$ cat src/rtl/router_drain_arbiter_pkg.sv
// router_drain_arbiter_pkg: shared state/phase encodings, header field positions and port rotation helper
package router_drain_arbiter_pkg;
    typedef enum logic [1:0] {IDLE, RD, CAP} state_t;
    typedef enum logic [1:0] {HDR, PAY, PAR} phase_t;
    localparam int LEN_MSB = 7;
    localparam int LEN_LSB = 2;
    localparam int LEN_W = LEN_MSB - LEN_LSB + 1;
    function automatic logic [1:0] next_port(input logic [1:0] p);
        return (p >= 2'd2) ? 2'd0 : p + 2'd1;
    endfunction
endpackage

$ cat src/rtl/router_drain_arbiter_rr_arb3.sv
// rr_arb3: three-request round-robin arbiter searching from last+1 mod 3
module rr_arb3
    import router_drain_arbiter_pkg::*;
(
    input  logic [2:0] req,
    input  logic [1:0] last,
    output logic [2:0] gnt,
    output logic [1:0] idx
);
    logic [1:0] c1;
    logic [1:0] c2;
    // First requester after last wins; last itself is only chosen when it is the sole requester.
    always_comb begin
        c1 = next_port(last);
        c2 = next_port(c1);
        idx = req[c1] ? c1 : req[c2] ? c2 : next_port(c2);
        gnt = (|req) ? 3'b001 << idx : 3'b000;
    end
endmodule

$ cat src/rtl/router_drain_arbiter.sv
// router_drain_arbiter: round-robin packet drain from three router FIFOs onto one ready/valid byte stream
module router_drain_arbiter
    import router_drain_arbiter_pkg::*;
#(
    parameter int TIMEOUT = 16
) (
    input  logic       clk,
    input  logic       rst,
    input  logic       vld_out_0,
    input  logic       vld_out_1,
    input  logic       vld_out_2,
    input  logic [7:0] dout_0,
    input  logic [7:0] dout_1,
    input  logic [7:0] dout_2,
    output logic       rd_en_0,
    output logic       rd_en_1,
    output logic       rd_en_2,
    output logic [7:0] m_data,
    output logic       m_valid,
    input  logic       m_ready,
    output logic       m_sop,
    output logic       m_eop,
    output logic [1:0] m_src,
    output logic       par_err,
    output logic       abort,
    output logic       busy
);
    localparam logic [4:0] TMAX = 5'(TIMEOUT - 1);

    state_t           state;
    state_t           state_nxt;
    phase_t           phase;
    logic [1:0]       grant;
    logic [1:0]       last;
    logic [1:0]       win_idx;
    logic [2:0]       win_gnt;
    logic [2:0]       vld;
    logic [2:0]       rd;
    logic [7:0]       din;
    logic [7:0]       acc;
    logic [LEN_W-1:0] rem;
    logic [4:0]       tcnt;
    logic             can_emit;
    logic             t_inc;
    logic             t_hit;

    assign vld = {vld_out_2, vld_out_1, vld_out_0};
    assign din = (grant == 2'd0) ? dout_0 : (grant == 2'd1) ? dout_1 : dout_2;
    assign can_emit = !m_valid || m_ready;
    assign {rd_en_2, rd_en_1, rd_en_0} = rd;
    assign busy = state != IDLE;

    rr_arb3 u_arb (
        .req  (vld),
        .last (last),
        .gnt  (win_gnt),
        .idx  (win_idx)
    );

    // State register.
    always_ff @(posedge clk or negedge rst) begin
        if (!rst) state <= IDLE;
        else      state <= state_nxt;
    end

    // Next state, read strobe and timeout decision; neither reads nor timeout counting happen while a beat is stuck.
    always_comb begin
        state_nxt = state;
        rd = 3'b000;
        t_inc = 1'b0;
        t_hit = 1'b0;
        case (state)
            IDLE: state_nxt = (|win_gnt) ? RD : IDLE;
            RD: begin
                if (vld[grant] && can_emit) begin
                    rd = 3'b001 << grant;
                    state_nxt = CAP;
                end else if (!vld[grant] && can_emit) begin
                    t_inc = 1'b1;
                    t_hit = tcnt == TMAX;
                    state_nxt = t_hit ? IDLE : RD;
                end
            end
            CAP: state_nxt = (phase == PAR) ? IDLE : RD;
            default: state_nxt = IDLE;
        endcase
    end

    // Datapath: grant capture, beat load, parity accumulation, length tracking and timeout counter.
    always_ff @(posedge clk or negedge rst) begin
        if (!rst) begin
            grant   <= 2'd0;
            last    <= 2'd2;
            phase   <= HDR;
            rem     <= '0;
            acc     <= '0;
            tcnt    <= '0;
            m_data  <= '0;
            m_valid <= 1'b0;
            m_sop   <= 1'b0;
            m_eop   <= 1'b0;
            m_src   <= 2'd0;
            par_err <= 1'b0;
            abort   <= 1'b0;
        end else begin
            abort <= t_hit;
            if (m_valid && m_ready) m_valid <= 1'b0;
            if (state == IDLE && |win_gnt) begin
                grant <= win_idx;
                acc   <= '0;
                tcnt  <= '0;
                phase <= HDR;
            end
            if (|rd) tcnt <= '0;
            if (t_inc) tcnt <= tcnt + 5'd1;
            if (t_hit) last <= grant;
            if (state == CAP) begin
                m_data  <= din;
                m_valid <= 1'b1;
                m_sop   <= phase == HDR;
                m_eop   <= phase == PAR;
                m_src   <= grant;
                par_err <= (phase == PAR) && (acc != din);
                case (phase)
                    HDR: begin
                        rem   <= din[LEN_MSB:LEN_LSB];
                        acc   <= din;
                        phase <= (din[LEN_MSB:LEN_LSB] != '0) ? PAY : PAR;
                    end
                    PAY: begin
                        rem   <= rem - LEN_W'(1);
                        acc   <= acc ^ din;
                        phase <= (rem == LEN_W'(1)) ? PAR : PAY;
                    end
                    default: last <= grant;
                endcase
            end
        end
    end
endmodule
$ cat config.mk
export PLATFORM = sky130hd
export DESIGN_NAME = router_drain_arbiter
export DESIGN_NICKNAME = d
export VERILOG_FILES = /design/src/rtl/router_drain_arbiter_pkg.sv /design/src/rtl/router_drain_arbiter_rr_arb3.sv /design/src/rtl/router_drain_arbiter.sv
export SDC_FILE = /design/constraint.sdc
export NUM_CORES = 1
export LEC_CHECK = 0
export BUFFER_PORTS_ARGS = -buffer_cell sky130_fd_sc_hd__clkbuf_2
export CAP_MARGIN = 20
export CORE_MARGIN = 2
export CORE_UTILIZATION = 31
export DETAILED_ROUTE_END_ITERATION = 16
export RECOVER_POWER = 50
export SLEW_MARGIN = 25
export SYNTH_ARGS = -nofsm -noshare
export SYNTH_HDL_FRONTEND = slang
export SYNTH_SLANG_ARGS = --single-unit
$ cat constraint.sdc
create_clock -name clk -period 3.9 [get_ports clk]
set_input_delay 0.195 -clock clk [delete_from_list [all_inputs] [get_ports clk]]
set_output_delay 0.195 -clock clk [all_outputs]
set_load 0.05 [all_outputs]
==> metrics.txt <==
FF-to-FF End phase[0]; Crit Path Class in -> async; Final setup viols 0; Seq/Total Area, Yosys 43.3%; Avg Cell Area, Syn slightly below 10 um^2; CTS Buffer Depth 2; Multi-input gate area roughly 1300 um^2; ANT nets after route 0; Worst R2R Start grant[0]; Fillers 796; IO Pins 49; initial drt markers 86; Synth Cell Area 2430 um^2; combinational share of power about half; fin area around 2800 um^2; clk root buf clkbuf_8; core area approximately 7600 um^2; Final min period 2710 ps; CP required ~3700 ps; Rows 32; Max Cap Viol 1; grt ovf 0; r2r worst-path depth 5; Post-synth EDFFs 0; clock skew 7.19 ps; Fmax 369 MHz; Post-DP Area about 2700 um^2; TritonCTS clock tree done; Slew @ Worst Pin between 2000 and 2500 ps; critical path endpoint category asynchronous set/reset pin; main flop type after synthesis dfrtp_1; via count of the first global-routing pass a little under 2000; Hold Fails Final Rpt 0; total power between 2 and 2.5 mW; initial core utilization roughly a third; number of synthesized register bits 42; adder-cell share of the synthesized area between 2 and 2.5%; HPWL after DPL roughly 4.3 mm; post_cts resized 0; asr flop ratio synth 100%; Setup TNS 0 ps; synth unique cells 47; hold_sp m_ready; FF/Latch Area 1050 um^2; maximum VDD drop around 0.40 mV; ant diodes 0; fin. max-slew vios 43; Min-Delay Endpoint m_valid; cell-internal power 1.25 mW; internal reg-to-reg setup slack ~1600 ps; Worst-path clk slew roughly 90 ps; synthesis-to-layout area growth 16.9%; vias per inst 5.13; share of the cycle needed by the critical path after routing 69.5%; pwr/cell area around 860 nW/um^2; Synth area leader dfrtp_1; first-pass GRT wire length 9.73 mm; outcome complete, but fails checks; last weighted congestion value of the routability-driven placer between 0.8 and 0.9; largest family of logic cells by synthesized area compound AO/OA/AOI/OAI gates; Synth Area in Compound Gates a little under a quarter; chip height between 90 and 100 um; clock sink count 42; Ys Warns 0; clock buffer count from CTS 5; critical path's top delay family buffers and inverters; Worst Setup SP rst; CP max FO 42; highest cell delay on the worst timing path roughly 1600 ps; final net count about 330; via count slightly above 2000; gr usage total between 10 and 15%; largest net degree at the start of global routing between 40 and 50; Worst Hold Depth 3; Pre-Repair DR Iteration Count 4; type of origin of the critical path primary input; unrepaired setup endpoints after global routing no; share of cells above drive strength 1 a little under a quarter; failing checks capacitance limit, slew limit; Synth Instances 252; Clock Latency Late Sink approximately 290 ps; post-synth net total around 290; Clk pwr share between 10% and 20%; hold crit path type in -> reg; CP Cell Sequence dlygate4sd3_1 > clkbuf_2 > clkbuf_1; top cells by area, synth dfrtp_1 (42%), mux2_2 (5.1%), o21ai_0 (4.9%); top cell type's share of synthesized area ~42%; Switch Pwr roughly 1.2 mW; WP buf/inv 3; simple-gate share of the synthesized area ~16%; post-synthesis xor/xnor area fraction 0%; port buffer count 48; sequential share of power between 30% and 40%; leak pwr 1.30 nW; mux contribution to synthesized area approximately a tenth; Remaining DRCs 0; Chip Width roughly 93 um; Slew HR -54.3%; WP data arrival 2460 ps; Sw Share roughly 49%; wire per inst approximately 15 um; Routed Wire Length between 5 and 6 mm; DIE AREA about 8600 um^2; Slowest-stage cell, CP clkbuf_1; initial antenna violation count 0; # H-tree levels 2
[stage by stage]
stage | hold WS, ps | util (%) | cells | setup slack (ps)
6_report | 245 | 37.2 | 401 | 1190
5_1_grt | 245 | 37.2 | 401 | 587
4_1_cts | 239 | 37.3 | 401 | 1240
3_5_place_dp | 316 | 35.8 | 392 | 1570
3_3_place_gp | 313 | 35.8 | 392 | 1590
2_1_floorplan | -101 | - | 252 | 1440
[layout by cell type (no fill, tap or decap), types with 2 or more instances in the layout]
master / instances
dfrtp_1: 40
clkbuf_2: 40
nand2_1: 28
o21ai_0: 24
a21oi_1: 14
a22o_1: 11
mux2_2: 11
inv_1: 10
mux2i_1: 9
o211ai_1: 9
clkbuf_1: 9
nor2b_1: 8
nor2_1: 7
nand3_1: 6
o21ai_1: 5
clkbuf_8: 5
nand2b_1: 4
nor3_1: 4
o22ai_1: 4
a211oi_1: 4
a211o_1: 4
nand4b_1: 4
ha_1: 4
and3_1: 3
and2_1: 2
nor4_1: 2
mux2i_4: 2
o31ai_1: 2
a31oi_1: 2
clkinv_2: 2
[registers in the layout, indices dropped and copies added (netlist names)]
name	flops
m_data	8
last	2
tcnt	5
m_eop	1
abort	1
rem	6
phase	2
par_err	1
m_sop	1
m_src	2
state	2
acc	8
grant	2
m_valid	1
[worst max path at each step]
stage                          end  slack [ps]  cells after the start
after floorplan            rd_en_1        1440                      5
after CTS                  rd_en_1        1240                      5
after global placement    phase[0]        1590                      5
after detailed placement   rd_en_1        1570                      5
after global routing      grant[1]         590                      3
final                     grant[1]        1190                      3
[worst register-to-register path: cells and delay by family (launching register included)]
kind / cells / cell delay, ps
flops: 1 / 920
mux: 1 / 410
simple gates: 2 / 430
compound gates: 2 / 420
[kinds of logic (layout without fill, tap and decap cells)]
group,after synthesis,count (layout)
compound gates,86,86
simple gates,75,75
flops,42,42
mux,22,22
fa+ha+maj,4,4
buf+inv,23,70
[layout make-up]
| type | count | area share (%) |
|---|---|---|
| Clock buffer | 5 | 2.42 |
| Clock inverter | 3 | 1.41 |
| Inverter | 11 | 1.45 |
| Multi-Input combinational cell | 187 | 44.3 |
| Sequential cell | 42 | 37.1 |
| Tap cell | 102 | 4.49 |
| Timing Repair Buffer | 51 | 8.85 |
[routing by layer]
metal	GRT usage (%)	routed length [um]	vias up
met1	20.7	2890	973
met4	2.24	23	0
met5	0	0	-
met3	2.93	311	6
met2	22.0	2710	58
li1	-	-	1022
[Yosys cell counts, drive strengths merged, types with 4 or more instances]
master	n
o21ai	29
nand2b	4
nand3	6
ha	4
o211ai	9
nand4b	4
dfrtp	41
a211oi	4
nor2	9
o22ai	5
clkbuf	4
a22o	11
mux2	11
inv	11
nor3	4
a211o	4
mux2i	11
a21oi	14
nand2	28
nor2b	8
buf	8
[power groups by stage]
| stage | Sequential, mW | Clock (mW) | Combinational, mW |
|---|---|---|---|
| after global routing | 0.898 | 0.370 | 1.36 |
| after detailed placement | 0.863 | 0 | 1.24 |
| after global placement | 0.856 | 0 | 1.23 |
| after CTS | 0.856 | 0.350 | 1.25 |
| after floorplan | 0.953 | 0 | 0.882 |
| final | 0.860 | 0.342 | 1.24 |
[what timing repair did]
| action | 4_1_cts | 5_1_grt |
|---|---|---|
| buffers inserted | 0 | 0 |
| hold buffers | 1 | 0 |
| hold endpoints to repair | 22 | 0 |
(Power assumes the default switching activity.)
